==> src/rtl/muldiv_seq.sv <==
// rtl/muldiv_seq.sv - multi-cycle unsigned MULTU/DIVU sequencer backing HI/LO
//
// Ports:
//   clk       rising-edge clock
//   reset     synchronous active-low reset (0 = reset)
//   start     request a new operation, sampled only in IDLE
//   op        0 = MULTU, 1 = DIVU, sampled with start
//   dataA     multiplicand / dividend, sampled with start
//   dataB     multiplier / divisor, sampled with start
//   busy      high while iterating (RUN)
//   done      one-cycle pulse when hi/lo become valid
//   hi        MULTU: product upper half; DIVU: remainder
//   lo        MULTU: product lower half; DIVU: quotient
//   div_zero  last accepted DIVU had a zero divisor
module muldiv_seq #(
    parameter int WIDTH = 32,
    parameter int CNT_W = 6
) (
    input  logic             clk,
    input  logic             reset,
    input  logic             start,
    input  logic             op,
    input  logic [WIDTH-1:0] dataA,
    input  logic [WIDTH-1:0] dataB,
    output logic             busy,
    output logic             done,
    output logic [WIDTH-1:0] hi,
    output logic [WIDTH-1:0] lo,
    output logic             div_zero
);

    localparam logic [1:0] S_IDLE = 2'd0;
    localparam logic [1:0] S_RUN  = 2'd1;
    localparam logic [1:0] S_DONE = 2'd2;

    logic [1:0]         state;
    logic [CNT_W-1:0]   cnt;
    logic               op_r;
    logic [WIDTH-1:0]   b_r;
    // One shared working register: {acc_hi, acc_lo} for MULTU, {rem, quo} for DIVU.
    logic [2*WIDTH-1:0] acc;
    logic [2*WIDTH-1:0] acc_next;
    logic [2*WIDTH-1:0] sh;
    logic [WIDTH:0]     sum;
    logic [WIDTH:0]     diff;

    assign busy = (state == S_RUN);
    assign done = (state == S_DONE);

    // One iteration step: a single 33-bit add (multiply) or subtract (divide).
    always_comb begin
        sum      = '0;
        diff     = '0;
        sh       = acc << 1;
        acc_next = acc;
        if (!op_r) begin
            sum      = {1'b0, acc[2*WIDTH-1:WIDTH]} + (acc[0] ? {1'b0, b_r} : '0);
            // Shift the 65-bit {carry, sum, acc_lo} right by one; carry lands in the MSB.
            acc_next = {sum, acc[WIDTH-1:1]};
        end else begin
            diff = {1'b0, sh[2*WIDTH-1:WIDTH]} - {1'b0, b_r};
            // Borrow clear means the divisor fits: keep the difference, set the quotient bit.
            if (!diff[WIDTH]) begin
                acc_next = {diff[WIDTH-1:0], sh[WIDTH-1:1], 1'b1};
            end else begin
                acc_next = sh;
            end
        end
    end

    always_ff @(posedge clk) begin
        if (!reset) begin
            state    <= S_IDLE;
            cnt      <= '0;
            op_r     <= 1'b0;
            b_r      <= '0;
            acc      <= '0;
            hi       <= '0;
            lo       <= '0;
            div_zero <= 1'b0;
        end else begin
            case (state)
                S_IDLE: begin
                    if (start) begin
                        op_r     <= op;
                        b_r      <= dataB;
                        div_zero <= 1'b0;
                        if (op && (dataB == '0)) begin
                            hi       <= dataA;
                            lo       <= '1;
                            div_zero <= 1'b1;
                            state    <= S_DONE;
                        end else begin
                            // Both ops start from {0, dataA}: acc_lo = multiplicand, quo = dividend.
                            cnt   <= '0;
                            acc   <= {{WIDTH{1'b0}}, dataA};
                            state <= S_RUN;
                        end
                    end
                end
                S_RUN: begin
                    acc <= acc_next;
                    cnt <= cnt + CNT_W'(1);
                    if (cnt == CNT_W'(WIDTH - 1)) begin
                        hi    <= acc_next[2*WIDTH-1:WIDTH];
                        lo    <= acc_next[WIDTH-1:0];
                        state <= S_DONE;
                    end
                end
                S_DONE: begin
                    state <= S_IDLE;
                end
                default: begin
                    state <= S_IDLE;
                end
            endcase
        end
    end

endmodule

==> config.mk <==
export PLATFORM = sky130hd
export DESIGN_NAME = muldiv_seq
export DESIGN_NICKNAME = d
export VERILOG_FILES = /design/src/rtl/muldiv_seq.sv
export SDC_FILE = /design/constraint.sdc
export NUM_CORES = 1
export LEC_CHECK = 0
export CORE_MARGIN = 2
export CORE_UTILIZATION = 35
export CTS_CLUSTER_SIZE = 25
export DETAILED_ROUTE_END_ITERATION = 10
export SLEW_MARGIN = 20
export SYNTH_ARGS = -nofsm -noshare
export SYNTH_HDL_FRONTEND = slang
export SYNTH_SLANG_ARGS = --single-unit
==> constraint.sdc <==
create_clock -name clk -period 5.3 [get_ports clk]
set_input_delay 1.325 -clock clk [delete_from_list [all_inputs] [get_ports clk]]
set_output_delay 1.325 -clock clk [all_outputs]
set_load 0.005 [all_outputs]
==> After elaboration in Yosys (flattened, before gate mapping) <==
Cells that the tools add are included.
{ "totals": {"reg_bits": 170, "output_inout_bits": 67, "wordCells": 48} }
{ "op_classes": {"add_sub_neg": 3, "eq_ne": 7, "muxes": 22, "n_reduce_logical": 8} }
{ "ops": {"columns": ["operator", "n"], "rows": [
  ["$mux W64", 4],
  ["$mux W32", 7],
  ["$pmux W32 S2", 2],
  ["$pmux W64 S2", 1],
  ["$add A32 B32 Y33", 1],
  ["$sub A32 B32 Y33", 1],
  ["$logic_not A32 Y1", 1],
  ["$mux W6", 2],
  ["$pmux W6 S2", 1],
  ["$add A6 B1 Y6 const B", 1],
  ["$eq A6 B5 Y1 const B", 1],
  ["$mux W2", 3],
  ["$ne A2 B2 Y1 const B", 3],
  ["$pmux W2 S2", 1],
  ["$reduce_and A2 Y1", 2],
  ["$reduce_and A4 Y1", 1],
  ["$reduce_and A3 Y1", 1],
  ["$eq A2 B1 Y1 const B", 1],
  ["$eq A2 B2 Y1 const B", 1],
  ["$logic_not A2 Y1", 1],
  ["$ne A2 B1 Y1 const B", 1],
  ["$reduce_bool A2 Y1", 1],
  ["$logic_and A1 B1 Y1", 1],
  ["$mux W1", 1]
]} }

==> Logic depth before layout (Yosys ltp) <==
Gate-level depths: netlist (run 1).
{ "logic_depth": {"ltp_word": 5, "ltp_mapped": 14, "depth_no_buf": 13} }

==> Least setup slack after synthesis (run 1) <==
OpenSTA, ideal clock, no wires.
{ "synth_timing": {"kind": "input to register", "from": "input port dataB[31]", "to": "register hi[10]", "t_arrival_ns": 3.078, "t_required_ns": 5.164, "setup_slack_ns": 2.086, "path_stages": 8, "path_cell_list": "nor4b_1 nand4_1 nor3_1 nand3b_1 a21oi_1 clkbuf_1 clkbuf_1 a31oi_1"} }
{ "synth_between": {"elab_chain_cells": 4} }
{ "synth_rtl": {"columns": ["item", "line", "rtl"], "rows": [
  ["start, declared", "24", "input logic [WIDTH-1:0] dataB,"],
  ["$logic_not A32 Y1", "88", "if (op && (dataB == '0)) begin"],
  ["$logic_and A1 B1 Y1", "88", null],
  ["$ne A2 B2 Y1 (no source line)", null, null],
  ["$reduce_and A4 Y1 (no source line)", null, null],
  ["end signal, assigned", "89", "hi <= dataA;"],
  ["end signal, assigned", "105", "hi <= acc_next[2*WIDTH-1:WIDTH];"],
  ["end, declared", "27", "output logic [WIDTH-1:0] hi,"]
]} }
Every way passes these cells.
A chain may end at the register's enable or synchronous reset.

==> Worst setup path in the final report (run 1) <==
{ "layout_timing": {"from": "register acc[31]", "to": "register hi[30]"} }
{ "layout_between": {"elab_chain_cells": 5} }
{ "layout_rtl": {"columns": ["item", "line", "rtl"], "rows": [
  ["start, declared", "41", "logic [2*WIDTH-1:0] acc;"],
  ["start signal, assigned", "96", "acc <= {{WIDTH{1'b0}}, dataA};"],
  ["start signal, assigned", "102", "acc <= acc_next;"],
  ["$sub A32 B32 Y33", "61", "diff = {1'b0, sh[2*WIDTH-1:WIDTH]} - {1'b0, b_r};"],
  ["$mux W64", "63", "if (!diff[WIDTH]) begin"],
  ["$mux W64", "56", "if (!op_r) begin"],
  ["$mux W32", "104", "if (cnt == CNT_W'(WIDTH - 1)) begin"],
  ["$pmux W32 S2", "82", "case (state)"]
]} }
Every way passes these cells. The select of a mux whose other input is x is not followed.

==> key figures, run 1 <==
Worst setup path
  – Critical path arrival: 4.57 ns
  – Highest-delay cell along the critical path: sky130_fd_sc_hd__a221o_2
  – Critical path endpoint category: flop
  – Register-to-Register Setup Slack: 1.12 ns
  – Cell chain of the critical path: inv_1, ha_1, fa_1, nand2b_1, a21oi_2, o21ai_1, o211a_1, a221o_2, a2111oi_2, a211oi_1, a211oi_1, o221a_2
  – Number of cells on the worst reg-to-reg path: 12
  – Worst Setup Start Kind: flop
  – Top fanout value on the critical path: 50
  – Critical path data required time: 5.69 ns
  – Worst setup path category: flop to flop
  – Critical Path Most Common Cell: sky130_fd_sc_hd__a211oi_1
  – Reg2Reg Launch Point: acc[31]$_SDFFE_PN0P_
  – Reg-to-reg critical path endpoint: hi[30]$_SDFFE_PN0P_
  – Stage delay of the slowest cell on the critical path: 0.73 ns

Die
  – Floorplan row count: 65
  – Overall die width: 183 um
  – Standard cell core area: 31600 um^2
  – Overall die area: 33500 um^2
  – Die span in y: 183 um
  – I/O Pins: 135
  – Initial core utilization: 0.355

Pwr
  – Internal Dissipation: 0.00226 W
  – Static power due to leakage: 5.15 nW
  – Combinational share of power: 0.217
  – Power per unit of standard cell area: 255 nW/um^2
  – Max IR drop VDD: 0.240 mV
  – Share of total power in sequential cells: 0.405
  – Switching power of the nets: 0.00114 W
  – Net switching share of the total power: 0.336
  – Clk network pwr share: 0.378

Synthesis
  – Fraction of registers with async set or reset after synthesis: 0
  – Flip-flop cell with the highest count after synthesis: sky130_fd_sc_hd__dfxtp_1
  – Share of synthesized area occupied by flip-flops and latches: 0.304
  – Netlist Area Pre-Place: 11200 um^2
  – Mean cell area of the mapped netlist: 7.72 um^2
  – Post-synthesis xor/xnor area fraction: 0.0446
  – Number of distinct library cells after synthesis: 70
  – Count of flip-flops with a built-in enable after synthesis: 0
  – Library cell with the largest summed area after synthesis: sky130_fd_sc_hd__dfxtp_1
  – Mux cell area share after synthesis: 0.0680
  – Compound-gate portion of the synthesized area: 0.264
  – Top cell type's share of synthesized area: 0.304
  – Number of nets produced by synthesis: 1587
  – Ranking of synthesized cells by area: sky130_fd_sc_hd__dfxtp_1, sky130_fd_sc_hd__a21oi_1, sky130_fd_sc_hd__ha_1, sky130_fd_sc_hd__nand2_1, sky130_fd_sc_hd__nor2_1
  – Area share of fa/ha/maj cells after synthesis: 0.0762
  – Simple-gate share of the synthesized area: 0.186
  – Seq cells post-synth: 170
  – Count of yosys warnings during synthesis: 0
  – Synthesized instance count: 1452
  – Dominant combinational cell family by area after synthesis: compound AO/OA/AOI/OAI gates

CTS
  – Post-CTS resize count: 0
  – Cell at the root of the clock tree: sky130_fd_sc_hd__clkbuf_16
  – Clock buffers created by TritonCTS: 17
  – Clk sinks: 170
  – Post-CTS setup buffer count: 0
  – Number of buffers inserted for hold repair after clock tree synthesis: 0
  – Buffer levels on the longest clock path: 2
  – TritonCTS clock tree: built
  – Worst-skew pair later-pin latency: 0.45 ns
  – H-tree lvl count: 4
  – Clk pin slew, worst setup/hold paths: 0.08 ns

STA
  – Post-route setup slack: 1.12 ns
  – # setup viols final: 0
  – Final critical delay including setup and external delays: 4.18 ns
  – Skew final: 0.0152 ns
  – Max frequency: 239 MHz
  – Setup repair after global routing missed its margin: false
  – Final-report hold violation count: 0
  – Accumulated negative setup slack: 0 ns
  – Actual transition at the worst max-transition pin: 0.997 ns
  – Period utilisation layout: 0.788
  – Final Slew Violations: 0
  – Normalized max-slew margin: 0.335

Drt
  – Routed len/inst: 18.9 um
  – DRT Wirelength: 36.6 mm
  – DRC violations left: 0
  – Detailed-route via count: 10700
  – Routed Antenna Nets: 0
  – Number of detailed-route iterations in the first pass: 6
  – Routed vias/inst: 5.56
  – Iter 0 DRT Violations: 695

Final layout
  – Net count reported at finish: 1651
  – Number of fill cells: 3262
  – Layout cells sized above 1: 0.0746
  – Filler-free cell count of the finished design: 1931
  – P&R area growth vs syn: 19.1%
  – Combined area of the multi-input logic cells: 7170 um^2
  – Antenna fix cells: 0
  – Storage element area: 3410 um^2

Min path
  – Endpoint, Worst Hold: acc[63]$_SDFFE_PN0P_
  – Tightest Hold Check Type: flop to flop
  – Depth of the worst hold-timing path: 2
  – Worst hold path startpoint: acc[63]$_SDFFE_PN0P_

Placed design
  – Pre-CTS setup slack: 0.800 ns
  – Detailed placement HPWL: 27.1 mm
  – Port-buffer cells: 134
  – Count of placed standard cells including taps: 1899
  – Weighted congestion at the end of routability-driven global placement: 0.892

Global routing
  – Total routing resource utilization after global routing: 0.218
  – Largest net degree at the start of global routing: 124
  – Initial antenna violation count: 0
  – Grt ovf: 0
  – Via count of the first global-routing pass: 10400
  – Global-route wire length before repair: 57.6 mm

Job
  – Max-cap violations: 0

Status
  – Run status: finished clean
==> flip-flops by register name, summed over array words and instances (netlist names) <==
name,cells
acc,64
b_r,32
hi,32
lo,32
cnt,6
state,2
div_zero,1
op_r,1
==> cells in the mapped netlist (10+ instances only) <==
cell type	instances
sky130_fd_sc_hd__nand2_1	190
sky130_fd_sc_hd__dfxtp_1	170
sky130_fd_sc_hd__a21oi_1	166
sky130_fd_sc_hd__nor2_1	132
sky130_fd_sc_hd__o21ai_0	85
sky130_fd_sc_hd__clkbuf_1	73
sky130_fd_sc_hd__ha_1	65
sky130_fd_sc_hd__inv_1	57
sky130_fd_sc_hd__a211oi_1	44
sky130_fd_sc_hd__and2_1	39
sky130_fd_sc_hd__mux2i_1	39
sky130_fd_sc_hd__mux2_2	33
sky130_fd_sc_hd__xor2_1	30
sky130_fd_sc_hd__a311oi_1	28
sky130_fd_sc_hd__xnor2_1	27
sky130_fd_sc_hd__a31oi_1	26
sky130_fd_sc_hd__nand4_1	24
sky130_fd_sc_hd__a21o_1	23
sky130_fd_sc_hd__o211ai_1	22
sky130_fd_sc_hd__nand3_1	21
sky130_fd_sc_hd__buf_2	20
sky130_fd_sc_hd__nand2b_1	10
sky130_fd_sc_hd__o221a_2	10
==> worst max-delay path by stage <==
stage / start / to / slack (ns) / cells past startpoint
after floorplan: dataB[31] / hi[10]$_SDFFE_PN0P_ / 2.09 / 8
after global placement: dataB[31] / hi[22]$_SDFFE_PN0P_ / 0.91 / 9
after detailed placement: dataB[26] / hi[20]$_SDFFE_PN0P_ / 0.80 / 10
after CTS: acc[31]$_SDFFE_PN0P_ / hi[30]$_SDFFE_PN0P_ / 1.14 / 12
after global routing: acc[0]$_SDFFE_PN0P_ / hi[30]$_SDFFE_PN0P_ / 0.79 / 12
final: acc[31]$_SDFFE_PN0P_ / hi[30]$_SDFFE_PN0P_ / 1.12 / 12
==> power by group through the flow <==
stage	combinational (W)	clock [W]	sequential, W
2_1_floorplan	0.000537	0	0.00138
3_3_place_gp	0.000729	0	0.00141
3_5_place_dp	0.000733	0	0.00141
4_1_cts	0.000737	0.00131	0.00138
5_1_grt	0.000820	0.00136	0.00139
6_report	0.000738	0.00129	0.00138
==> cell families (layout without fill, tap and decap cells) <==
group / count (synthesis) / count (layout)
AOI/OAI and AO/OA: 463 / 463
xor gates and xnor gates: 57 / 57
adders and majority gates: 67 / 67
buffers and inverters: 160 / 237
DFF: 170 / 170
muxes: 72 / 72
and+or+nand+nor: 463 / 463
==> placed cells by master (no fill, tap or decap), types with 8 or more instances in the layout <==
| cell | Yosys | final |
|---|---|---|
| sky130_fd_sc_hd__a311oi_1 | 28 | 28 |
| sky130_fd_sc_hd__inv_1 | 57 | 56 |
| sky130_fd_sc_hd__nor2_1 | 132 | 132 |
| sky130_fd_sc_hd__and3_1 | 8 | 8 |
| sky130_fd_sc_hd__mux2i_1 | 39 | 39 |
| sky130_fd_sc_hd__nand3_1 | 21 | 21 |
| sky130_fd_sc_hd__xnor2_1 | 27 | 27 |
| sky130_fd_sc_hd__a211oi_1 | 44 | 44 |
| sky130_fd_sc_hd__buf_4 | 1 | 11 |
| sky130_fd_sc_hd__nand4_1 | 24 | 24 |
| sky130_fd_sc_hd__nor4_1 | 8 | 8 |
| sky130_fd_sc_hd__a21oi_1 | 166 | 165 |
| sky130_fd_sc_hd__o21ai_0 | 85 | 85 |
| sky130_fd_sc_hd__o211ai_1 | 22 | 22 |
| sky130_fd_sc_hd__a31oi_1 | 26 | 26 |
| sky130_fd_sc_hd__dfxtp_1 | 170 | 169 |
| sky130_fd_sc_hd__nand2_1 | 190 | 190 |
| sky130_fd_sc_hd__mux2_2 | 33 | 33 |
| sky130_fd_sc_hd__nor2b_1 | 8 | 8 |
| sky130_fd_sc_hd__nand2b_1 | 10 | 9 |
| sky130_fd_sc_hd__ha_1 | 65 | 65 |
| sky130_fd_sc_hd__o221a_2 | 10 | 10 |
| sky130_fd_sc_hd__a21o_1 | 23 | 23 |
| sky130_fd_sc_hd__xor2_1 | 30 | 30 |
| sky130_fd_sc_hd__clkdlybuf4s50_1 | 0 | 133 |
| sky130_fd_sc_hd__and2_1 | 39 | 39 |
| sky130_fd_sc_hd__clkbuf_16 | 0 | 17 |
==> final cells by class <==
| type | instances | share of cell area |
|---|---|---|
| clock inverters | 14 | 0.0111 |
| flip-flops and latches | 170 | 0.255 |
| multi-input cells | 1122 | 0.537 |
| clock buffers | 18 | 0.0329 |
| well taps | 402 | 0.0377 |
| repair buffers | 147 | 0.109 |
| inverters | 58 | 0.0164 |
==> layer usage <==
| layer | up-vias | part of all wire | wire [um] | global-route usage |
|---|---|---|---|---|
| met5 | - | 0 | 0 | 0 |
| met3 | 42 | 0.036 | 1300 | 0.0298 |
| met4 | 0 | 0.020 | 749 | 0.0582 |
| met1 | 5133 | 0.45 | 16300 | 0.275 |
| li1 | 5338 | - | - | - |
| met2 | 215 | 0.50 | 18200 | 0.389 |
==> through the flow <==
| step | hold WS [ns] | power (W) | area (um^2) | util |
|---|---|---|---|---|
| floorplan | 0.441 | 0.00192 | 11200 | - |
| global placement | 0.452 | 0.00214 | 12800 | 0.404 |
| detailed placement | 0.455 | 0.00214 | 12800 | 0.404 |
| CTS | 0.465 | 0.00342 | 13300 | 0.423 |
| global route | 0.487 | 0.00356 | 13300 | 0.423 |
| finish | 0.466 | 0.00341 | 13300 | 0.423 |
==> critical path: cells and delay by family, from the launching register on <==
kind | cells | cell delay (ns)
AO/OA/AOI/OAI | 8 | 2.83
adder cells (fa/ha/maj) | 2 | 0.64
flip-flops | 1 | 0.40
AND/OR/NAND/NOR | 1 | 0.20
buffers and inverters | 1 | 0.06
No activity file was read; power rests on OpenSTA's default activity.
==> inputs of run 2 (changes only) <==
Clock period 5.3 ns to 3.95 ns, I/O delays scaled along.
==> key figures, run 2 (synthesis results as in run 1) <==
Pwr
  – Power per unit of standard cell area: 335 nW/um^2 (+31%)
  – Switching power of the nets: 0.00152 W (+33%)
  – Static power due to leakage: 5.34 nW (+3.7%)
  – Max IR drop VDD: 0.296 mV (+24%)
  – Net switching share of the total power: 0.333 (-0.00345)
  – Combinational share of power: 0.222 (+0.005)
  – Internal Dissipation: 0.00305 W (+35%)
  – Clk network pwr share: 0.372 (-0.006)
  – Share of total power in sequential cells: 0.405 (about the same)

Die
  – Overall die area: 33500 um^2 (unchanged)
  – Die span in y: 183 um (unchanged)
  – Overall die width: 183 um (unchanged)
  – I/O Pins: 135 (unchanged)
  – Initial core utilization: 0.355 (unchanged)
  – Standard cell core area: 31600 um^2 (unchanged)
  – Floorplan row count: 65 (unchanged)

Worst setup path
  – Number of cells on the worst reg-to-reg path: 12 (unchanged)
  – Critical path arrival: 3.99 ns (-0.58 ns)
  – Stages on the worst setup path: 12 (unchanged)
  – Critical path data required time: 4.25 ns (-1.44 ns)
  – Register-to-Register Setup Slack: 0.27 ns (-0.86 ns)
  – Reg-to-reg critical path endpoint: hi[31]$_SDFFE_PN0P_
  – Top fanout value on the critical path: 4 (-92%)
  – Reg2Reg Launch Point: b_r[1]$_SDFFE_PN0P_
  – Cell chain of the critical path: inv_1, ha_1, nor2b_1, o2111ai_1, a211oi_1, nor2_1, o221ai_1, and2_1, a211o_1, xor2_1, o311ai_2, a31oi_1
  – Buffers and inverters on the worst path: 1 (unchanged)
  – Worst Setup Start Kind: flop
  – Highest-delay cell along the critical path: sky130_fd_sc_hd__a211oi_1
  – Stage delay of the slowest cell on the critical path: 0.73 ns (about the same)
  – Cell family with the largest share of critical-path delay: compound AO/OA/AOI/OAI gates
  – Worst setup path category: flop to flop
  – Critical path endpoint category: flop

STA
  – Actual transition at the worst max-transition pin: 0.781 ns (-0.216 ns)
  – Period utilisation layout: 0.933 (+0.145)
  – Normalized max-slew margin: 0.476 (+0.141)
  – Final Slew Violations: 0 (unchanged)
  – Final critical delay including setup and external delays: 3.68 ns (-0.493 ns)
  – Final-report hold violation count: 0 (unchanged)
  – Skew final: 0.0146 ns (-0.000647 ns)
  – Max frequency: 271 MHz (+13%)
  – Setup repair after global routing missed its margin: false
  – Hold slack final: 0.467 ns (+0.00114 ns)
  – # setup viols final: 0 (unchanged)
  – Accumulated negative setup slack: 0 ns (unchanged)
  – Post-route setup slack: 0.265 ns (-0.857 ns)

CTS
  – Post-CTS setup buffer count: 0 (unchanged)
  – Worst-skew pair later-pin latency: 0.45 ns (about the same)
  – Clock buffers created by TritonCTS: 17 (unchanged)
  – Clk pin slew, worst setup/hold paths: 0.08 ns (about the same)
  – TritonCTS clock tree: built
  – Cell at the root of the clock tree: sky130_fd_sc_hd__clkbuf_16
  – Buffer levels on the longest clock path: 2 (unchanged)
  – H-tree lvl count: 4 (unchanged)
  – Clk sinks: 170 (unchanged)

Placed design
  – Count of placed standard cells including taps: 1933 (+1.8%)
  – Port-buffer cells: 134 (unchanged)
  – Detailed placement HPWL: 28.0 mm (+3.2%)
  – Weighted congestion at the end of routability-driven global placement: 0.923 (+3.5%)
  – Cell area after placement: 13100 um^2 (+2.4%)
  – Pre-CTS setup slack: 0.126 ns (-0.674 ns)

Global routing
  – Total routing resource utilization after global routing: 0.223 (+0.00524)
  – Global-route wire length before repair: 58.6 mm (+1.8%)
  – Largest net degree at the start of global routing: 78 (-37%)
  – Grt ovf: 0 (unchanged)
  – Via count of the first global-routing pass: 10600 (+1.8%)
  – Initial antenna violation count: 0 (unchanged)

Final layout
  – Most used cells in the layout excluding fill and tap cells: sky130_fd_sc_hd__nand2_1, sky130_fd_sc_hd__dfxtp_1, sky130_fd_sc_hd__a21oi_1
  – Net count reported at finish: 1685 (+2.1%)
  – Number of flip-flops under the largest register name: 64 (unchanged)
  – Non-Filler Cell Area, Final: 13700 um^2 (+2.3%)
  – Layout cells sized above 1: 0.0953 (+0.0208)
  – Filler-free cell count of the finished design: 1965 (+1.8%)
  – Antenna fix cells: 0 (unchanged)
  – Largest Register: acc
  – P&R area growth vs syn: 21.8%
  – Leading cell type in the layout, fill and taps excluded: sky130_fd_sc_hd__nand2_1

Drt
  – Routed vias/inst: 5.51 (-0.74%)
  – DRC violations left: 0 (unchanged)
  – Number of detailed-route iterations in the first pass: 5 (-1)
  – DRT Wirelength: 37.0 mm (+1.2%)
  – Routed len/inst: 18.8 um (-0.53%)
  – Detailed-route via count: 10800 (+1.0%)
  – Routed Antenna Nets: 0 (unchanged)
  – Iter 0 DRT Violations: 754 (+8.5%)

Min path
  – Worst hold path startpoint: acc[63]$_SDFFE_PN0P_
  – Tightest Hold Check Type: flop to flop
  – Depth of the worst hold-timing path: 2 (unchanged)
  – Endpoint, Worst Hold: acc[63]$_SDFFE_PN0P_

Status
  – Run status: finished clean

Job
  – Max-cap violations: 0 (unchanged)
## run 2: cell types whose count changed in the layout (fill, tap and decap cells not counted)
cell | previous run | this run
sky130_fd_sc_hd__clkinv_2 | 2 | 1
sky130_fd_sc_hd__dfxtp_1 | 169 | 168
sky130_fd_sc_hd__clkinv_8 | 3 | 2
sky130_fd_sc_hd__inv_6 | 5 | 6
sky130_fd_sc_hd__clkinv_4 | 1 | 3
sky130_fd_sc_hd__clkinvlp_4 | 1 | 0
sky130_fd_sc_hd__buf_12 | 2 | 6
sky130_fd_sc_hd__buf_4 | 11 | 41
sky130_fd_sc_hd__dfxtp_2 | 0 | 1
## run 2: timing repair
action | in CTS | in global routing
setup endpoints to repair | 0 | 5
resized for setup | 0 | 1
hold buffers | 0 | 0
endpoints found under the hold margin | 0 | 0
## run 2: worst max path at each step
stage / from / to / slack [ns]
floorplan: acc[0]$_SDFFE_PN0P_ / hi[27]$_SDFFE_PN0P_ / 0.98
global placement: dataB[26] / lo[15]$_SDFFE_PN0P_ / 0.16
detailed placement: dataB[26] / acc[19]$_SDFFE_PN0P_ / 0.13
CTS: acc[0]$_SDFFE_PN0P_ / hi[29]$_SDFFE_PN0P_ / 0.25
global route: acc[0]$_SDFFE_PN0P_ / hi[27]$_SDFFE_PN0P_ / 0.13
finish: b_r[1]$_SDFFE_PN0P_ / hi[31]$_SDFFE_PN0P_ / 0.27
## run 2: final cells by class
| type | count | area [um^2] |
|---|---|---|
| Multi-Input combinational cell | 1122 | 7170 |
| Tap cell | 402 | 503 |
| Timing Repair Buffer | 181 | 1760 |
| Clock inverter | 14 | 145 |
| Sequential cell | 170 | 3410 |
| Fill cell | 3244 | 17900 |
| Inverter | 58 | 219 |
| Clock buffer | 18 | 439 |
## run 2: worst min-delay path, stage by stage (launching register included)
cell and delay [ns]:
sky130_fd_sc_hd__dfxtp_1 0.32, sky130_fd_sc_hd__nand2_1 0.05, sky130_fd_sc_hd__a21oi_1 0.05
## run 2: metal layers
layer  wire [um]  global-route usage  vias up
met3        1450              0.0324       49
met4         872              0.0714        0
met1       16300               0.280     5125
li1            -                   -     5413
met2       18300               0.394      249
met5           0                   0        -
## run 2: power by group through the flow
| stage | registers (W) | logic, W | clock network [W] |
|---|---|---|---|
| floorplan | 0.00185 | 0.000721 | 0 |
| global placement | 0.00189 | 0.00101 | 0 |
| detailed placement | 0.00189 | 0.00101 | 0 |
| CTS | 0.00185 | 0.00101 | 0.00174 |
| global route | 0.00186 | 0.00113 | 0.00180 |
| finish | 0.00185 | 0.00102 | 0.00170 |
## run 2: metrics by stage
step / power (W) / util
after floorplan: 0.00257 / -
after global placement: 0.00290 / 0.414
after detailed placement: 0.00290 / 0.414
after CTS: 0.00460 / 0.433
after global routing: 0.00479 / 0.433
final: 0.00457 / 0.433
